## config.mk

```make
export PLATFORM = sky130hd
export DESIGN_NAME = n64_response_rx
export DESIGN_NICKNAME = d
export VERILOG_FILES = /design/src/rtl/n64_pkg.sv /design/src/rtl/n64_sync_edge.sv /design/src/rtl/n64_response_rx.sv
export SDC_FILE = /design/constraint.sdc
export NUM_CORES = 1
export LEC_CHECK = 0
export BUFFER_PORTS_ARGS = -buffer_cell sky130_fd_sc_hd__buf_4
export CAP_MARGIN = 20
export CORE_ASPECT_RATIO = 1.1
export CORE_MARGIN = 2
export CORE_UTILIZATION = 58
export CTS_CLUSTER_SIZE = 24
export DETAILED_ROUTE_END_ITERATION = 6
export GPL_TIMING_DRIVEN = 0
export PLACE_DENSITY = 0.83
export SYNTH_ARGS = -nofsm -noshare
export SYNTH_HDL_FRONTEND = slang
export SYNTH_HIERARCHICAL = 1
export SYNTH_SLANG_ARGS = --single-unit
```

## constraint.sdc

```tcl
create_clock -name clk -period 1.95 [get_ports clk]
set_input_delay 0 -clock clk [delete_from_list [all_inputs] [get_ports clk]]
set_output_delay 0 -clock clk [all_outputs]
set_load 0.05 [all_outputs]
```

## src/rtl/n64_pkg.sv

```systemverilog
// Shared definitions for the N64 controller link (poll transmitter and response receiver).
// Latency: n/a (types and constants only).
// Backpressure: n/a.
// Contents: receiver FSM state enum, link timing constants for a 50 MHz core clock,
// and a saturating increment helper for the 16-bit phase counter.
package n64_pkg;

    typedef enum logic [2:0] {
        IDLE,
        WAIT_START,
        LOW,
        HIGH,
        DONE,
        ERROR
    } state_t;

    // Nominal bit cell on the wire.
    localparam int N64_BIT_PERIOD_US = 4;

    // Tick constants for a 50 MHz clock (50 ticks per microsecond).
    localparam int N64_CLK_MHZ           = 50;
    localparam int N64_BIT_THRESH        = 2 * N64_CLK_MHZ;   // 2 us
    localparam int N64_PHASE_TIMEOUT     = 8 * N64_CLK_MHZ;   // 8 us
    localparam int N64_START_TIMEOUT     = 20 * N64_CLK_MHZ;  // 20 us
    localparam int N64_NUM_BITS          = 32;

    function automatic logic [15:0] sat_inc16(input logic [15:0] v);
        return (v == 16'hFFFF) ? v : v + 16'd1;
    endfunction

endpackage

```

## src/rtl/n64_sync_edge.sv

```systemverilog
// Two-flop synchronizer for the open-drain N64 line with rise/fall pulse outputs.
// Latency: rise/fall valid 2 cycles after the line changes (visible to the consumer's next edge).
// Backpressure: none; free-running.
// Ports: clk, rst (sync, active-high), din (asynchronous line level),
//        rise/fall (one-cycle pulses relative to the previous synchronized sample).
module n64_sync_edge (
    input  logic clk,
    input  logic rst,
    input  logic din,
    output logic rise,
    output logic fall
);

    logic meta;
    logic sync;
    logic prev;

    // Flops reset to the idle-high line level so leaving reset never fakes an edge.
    always_ff @(posedge clk) begin
        if (rst) begin
            meta <= 1'b1;
            sync <= 1'b1;
            prev <= 1'b1;
        end else begin
            meta <= din;
            sync <= meta;
            prev <= sync;
        end
    end

    assign rise = sync & ~prev;
    assign fall = ~sync & prev;

endmodule

```

## src/rtl/n64_response_rx.sv

```systemverilog
// Decodes the controller's 32-bit status response plus stop bit from the N64 line by low-time measurement.
// Latency: 3 cycles from a line edge to the decision; valid pulses 3 cycles after the stop-bit rising edge.
// Backpressure: none; arm is ignored while busy, result is a one-cycle valid pulse or sticky err.
// Ports: clk, rst (sync, active-high), arm (start pulse), rx_in (async line level),
//        data (last good response, first bit in MSB), valid, busy, err.
module n64_response_rx
    import n64_pkg::*;
#(
    parameter int BIT_THRESH    = N64_BIT_THRESH,
    parameter int PHASE_TIMEOUT = N64_PHASE_TIMEOUT,
    parameter int START_TIMEOUT = N64_START_TIMEOUT,
    parameter int NUM_BITS      = N64_NUM_BITS
) (
    input  logic                clk,
    input  logic                rst,
    input  logic                arm,
    input  logic                rx_in,
    output logic [NUM_BITS-1:0] data,
    output logic                valid,
    output logic                busy,
    output logic                err
);

    localparam logic [15:0] PHASE_TO = 16'(PHASE_TIMEOUT);
    localparam logic [15:0] START_TO = 16'(START_TIMEOUT);
    localparam logic [5:0]  NUM_B    = 6'(NUM_BITS);
    // The cycle in which the falling edge is detected already has the line low but is
    // not counted (the counter clears there), so the measured low time is phase_cnt + 1.
    // Comparing phase_cnt against BIT_THRESH-1 gives low_time < BIT_THRESH.
    localparam logic [15:0] THRESH_M1 = 16'(BIT_THRESH - 1);

    logic rise;
    logic fall;

    n64_sync_edge u_sync (
        .clk  (clk),
        .rst  (rst),
        .din  (rx_in),
        .rise (rise),
        .fall (fall)
    );

    state_t                state;
    logic [15:0]           phase_cnt;
    logic [5:0]            bit_cnt;
    logic [NUM_BITS-1:0]   shreg;

    // Outputs are registered and set on the transition into DONE/ERROR, so they are
    // valid during the single cycle spent in those states.
    always_ff @(posedge clk) begin
        if (rst) begin
            state     <= IDLE;
            phase_cnt <= '0;
            bit_cnt   <= '0;
            shreg     <= '0;
            data      <= '0;
            valid     <= 1'b0;
            busy      <= 1'b0;
            err       <= 1'b0;
        end else begin
            valid <= 1'b0;
            case (state)
                IDLE: begin
                    if (arm) begin
                        state     <= WAIT_START;
                        busy      <= 1'b1;
                        err       <= 1'b0;
                        phase_cnt <= '0;
                        bit_cnt   <= '0;
                    end
                end

                WAIT_START: begin
                    if (fall) begin
                        state     <= LOW;
                        phase_cnt <= '0;
                    end else if (phase_cnt >= START_TO) begin
                        state <= ERROR;
                        err   <= 1'b1;
                        busy  <= 1'b0;
                    end else begin
                        phase_cnt <= sat_inc16(phase_cnt);
                    end
                end

                LOW: begin
                    if (rise) begin
                        phase_cnt <= '0;
                        if (bit_cnt < NUM_B) begin
                            shreg   <= {shreg[NUM_BITS-2:0], (phase_cnt < THRESH_M1)};
                            bit_cnt <= bit_cnt + 6'd1;
                            state   <= HIGH;
                        end else begin
                            // Low phase that just ended was the stop bit.
                            state <= DONE;
                            data  <= shreg;
                            valid <= 1'b1;
                            busy  <= 1'b0;
                        end
                    end else if (phase_cnt >= PHASE_TO) begin
                        state <= ERROR;
                        err   <= 1'b1;
                        busy  <= 1'b0;
                    end else begin
                        phase_cnt <= sat_inc16(phase_cnt);
                    end
                end

                HIGH: begin
                    if (fall) begin
                        state     <= LOW;
                        phase_cnt <= '0;
                    end else if (phase_cnt >= PHASE_TO) begin
                        state <= ERROR;
                        err   <= 1'b1;
                        busy  <= 1'b0;
                    end else begin
                        phase_cnt <= sat_inc16(phase_cnt);
                    end
                end

                DONE:    state <= IDLE;
                ERROR:   state <= IDLE;
                default: state <= IDLE;
            endcase
        end
    end

endmodule
```

==> impl_metrics.ini <==
[run_status]
status = finished, final reports clean

[timing]
rsz0062_at_grt = true
maxClockFrequency_ghz = 0.5176
min_period_over_period_pct = 99.07
max_slew_margin_pct = 62.70
setup_ws_ps = 18.04
period_needed_ps = 1932
clock_skew_ps = 5.988
hold_viol_final = 0
drv_slew = 0
setup_viol = 0
worst_pin_slew_ps = 555.8
holdWs_ps = 137.8
tns_ps = 0

[route]
vias_per_cell = 5.975
drcViolationCount = 0
drt_iter0_drc = 266
wl_um = 9646
wire_per_inst_um = 15.05
vias = 3830
drt_first_pass_iters = 5
ant_nets = 0

[cells_and_area]
ff_latch_area_um2 = 1909
area_delta_synth_final_pct = 20.61
fin_nets = 561
drive_above_1_share_pct = 21.11
stdcell_count = 641
fillers = 515
diodes = 0
utilization_pct = 72.65
multi_input_area_um2 = 2072

[setup_path]
slowest_stage = nor2_1
critPathRequiredTime_ps = 2260
path_cells = nor2_1 -> o311ai_4 -> a211o_4 -> a311o_1 -> a21oi_2
crit_buf_inv = 0
cp-end-kind = flip-flop
crit_path_max_fanout = 7
crit_path_start_kind = flip-flop
critical-path-top-delay-family = compound AO/OA/AOI/OAI gates
arrival_ps = 2240
crit_type = flip-flop to flip-flop
slowest_delay_ps = 420

[synthesis]
netlist-cell-type-count = 59
ys_seq_elements = 95
synth_edf_count = 0
ys_seq_area_share_pct = 47.60
yosysTopAreaCell = dfxtp_1
ys_top_cells_by_area = dfxtp_1 (48%), nand2_1 (14%), a21oi_1 (9.6%)
syn-cell-area_um2 = 3995
async_flop_share_pct = 0
ys_warn_count = 6
synth_ff_type = dfxtp_1
syn_nets = 498
avgSynthCellArea_um2 = 8.137
synth_cells = 491
synth_top_area_share_pct = 47.60

[power_and_ir_drop]
p_leak_uw = 0.001782
p_per_area_nw_per_um2 = 722.3
ir_worst_vdd_v = 0.0004550

[global_routing]
grt_overflow = 0
grt_pass1_vias = 3382
grt_antenna_before_repair = 0
grt_max_degree = 17
grt_usage_pct = 24.80
grt_pass1_wl_um = 15440

[floorplan]
io_pins = 39
start_util_pct = 60.23
dieArea_um2 = 7569
die_height_um = 91.05
coreArea_um2 = 6633
num_rows = 31
die_x_um = 83.13

[placed_design]
port_buffers = 38
placed_cells = 611
dp.final_hpwl_um = 6520
pre_cts_ws_ps = -117.1
gp_congestion = 0.9033

[clocking]
path_clk_slew_ps = 90
clock_path_buffers = 2
cts_root_buf = clkbuf_8
clk_latency_ps = 370
cts-buffers-inserted = 9
cts_htree_levels = 3
cts_num_sinks = 95
cts_tree = yes

[job]
max_cap_viol_count = 0

[worst_hold_path]
hold_class = input port to flip-flop
-- through the flow --
| step | power (uW) | instance area [um^2] |
|---|---|---|
| 6_report | 3480 | 4818 |
| 5_1_grt | 3575 | 4818 |
| 4_1_cts | 3461 | 4641 |
| 3_5_place_dp | 2227 | 4383 |
| 3_3_place_gp | 2223 | 4383 |
| 2_1_floorplan | 2169 | 3995 |
-- power breakdown --
part | switching (uW) | internal (uW)
registers | 10.2 | 1950
logic | 167 | 93.3
clock network | 708 | 551
total | 884 | 2600
-- worst paths after layout --
path	from	to	slack (ps)	cells past startpoint
setup / recovery	phase_cnt[4]	phase_cnt[3]	20	5
hold / removal	arm	bit_cnt[1]	140	5
setup reg to reg	phase_cnt[4]	phase_cnt[3]	20	5
hold reg to reg	u_sync/meta	u_sync/sync	420	1
-- tightest hold or removal path: stages --
cell      delay, ps
buf_4           110
nand2b_1        100
a211oi_2        110
nand3_1          90
a21oi_1          60
-- flip-flops by register name (all words and copies together), names as in the netlist, 3 cells and up --
name and flops:
state 3, phase_cnt 16, bit_cnt 6, data 32
shreg 32
-- cells in the mapped netlist (3+ instances only) --
| master | n |
|---|---|
| a211o_1 | 3 |
| a211oi_1 | 3 |
| a21oi_1 | 77 |
| a31oi_1 | 5 |
| a32oi_1 | 3 |
| and2_1 | 7 |
| and4_1 | 5 |
| buf_1 | 3 |
| buf_2 | 7 |
| clkbuf_1 | 16 |
| dfxtp_1 | 95 |
| ha_1 | 3 |
| inv_1 | 6 |
| nand2_1 | 144 |
| nand2b_1 | 3 |
| nand3_1 | 7 |
| nand4_1 | 5 |
| nor2_1 | 22 |
| nor2b_1 | 4 |
| nor3_1 | 9 |
| o21a_1 | 4 |
| o21ai_0 | 7 |
| o311ai_1 | 3 |
| or2_1 | 4 |
-- cells by family after synthesis --
family / Yosys count / synth area share, %
flip-flops: 95 / 47.60
buffers and inverters: 33 / 3.414
AND/OR/NAND/NOR: 224 / 25.93
AO/OA/AOI/OAI: 132 / 21.23
XOR/XNOR: 4 / 0.8771
adder cells (fa/ha/maj): 3 / 0.9397
-- per-layer routing --
metal	up-vias	part of all wire (%)	GRT usage, %	wire length (um)
met5	-	0	0	0
met4	0	2.4	8.880	236
met3	25	6.6	6.273	636
met2	153	50	43.01	4811
met1	1820	41	29.68	3961
li1	1832	-	-	-
-- layout make-up --
| class | count | share of cell area (%) |
|---|---|---|
| buffer | 27 | 2.727 |
| clock buffer | 12 | 3.220 |
| clock inverter | 4 | 0.7271 |
| inverter | 6 | 0.4674 |
| multi-input combinational | 364 | 43.00 |
| sequential | 95 | 39.63 |
| tap | 82 | 2.129 |
| timing repair buffer | 51 | 8.102 |
-- cells in the final DEF (no fill, tap or decap), types with 6 or more instances in the layout --
| cell type | count |
|---|---|
| nand2_1 | 143 |
| dfxtp_1 | 89 |
| a21oi_1 | 75 |
| buf_4 | 50 |
| nor2_1 | 19 |
| clkbuf_8 | 11 |
| clkbuf_2 | 9 |
| nor3_1 | 9 |
| clkbuf_1 | 8 |
| and2_1 | 7 |
| inv_1 | 6 |
| buf_2 | 6 |
| o21ai_0 | 6 |
| nand3_1 | 6 |
| dfxtp_2 | 6 |
-- what timing repair did --
| item | in CTS | in global routing |
|---|---|---|
| hold endpoints to repair | 3 | 0 |
| pin swaps | 3 | 11 |
| endpoints found under the setup margin | 44 | 82 |
| gates cloned | 0 | 1 |
| gates resized for setup | 7 | 43 |
| buffers inserted | 1 | 11 |
| hold buffers | 3 | 0 |
No activity file was read; power rests on OpenSTA's default activity.
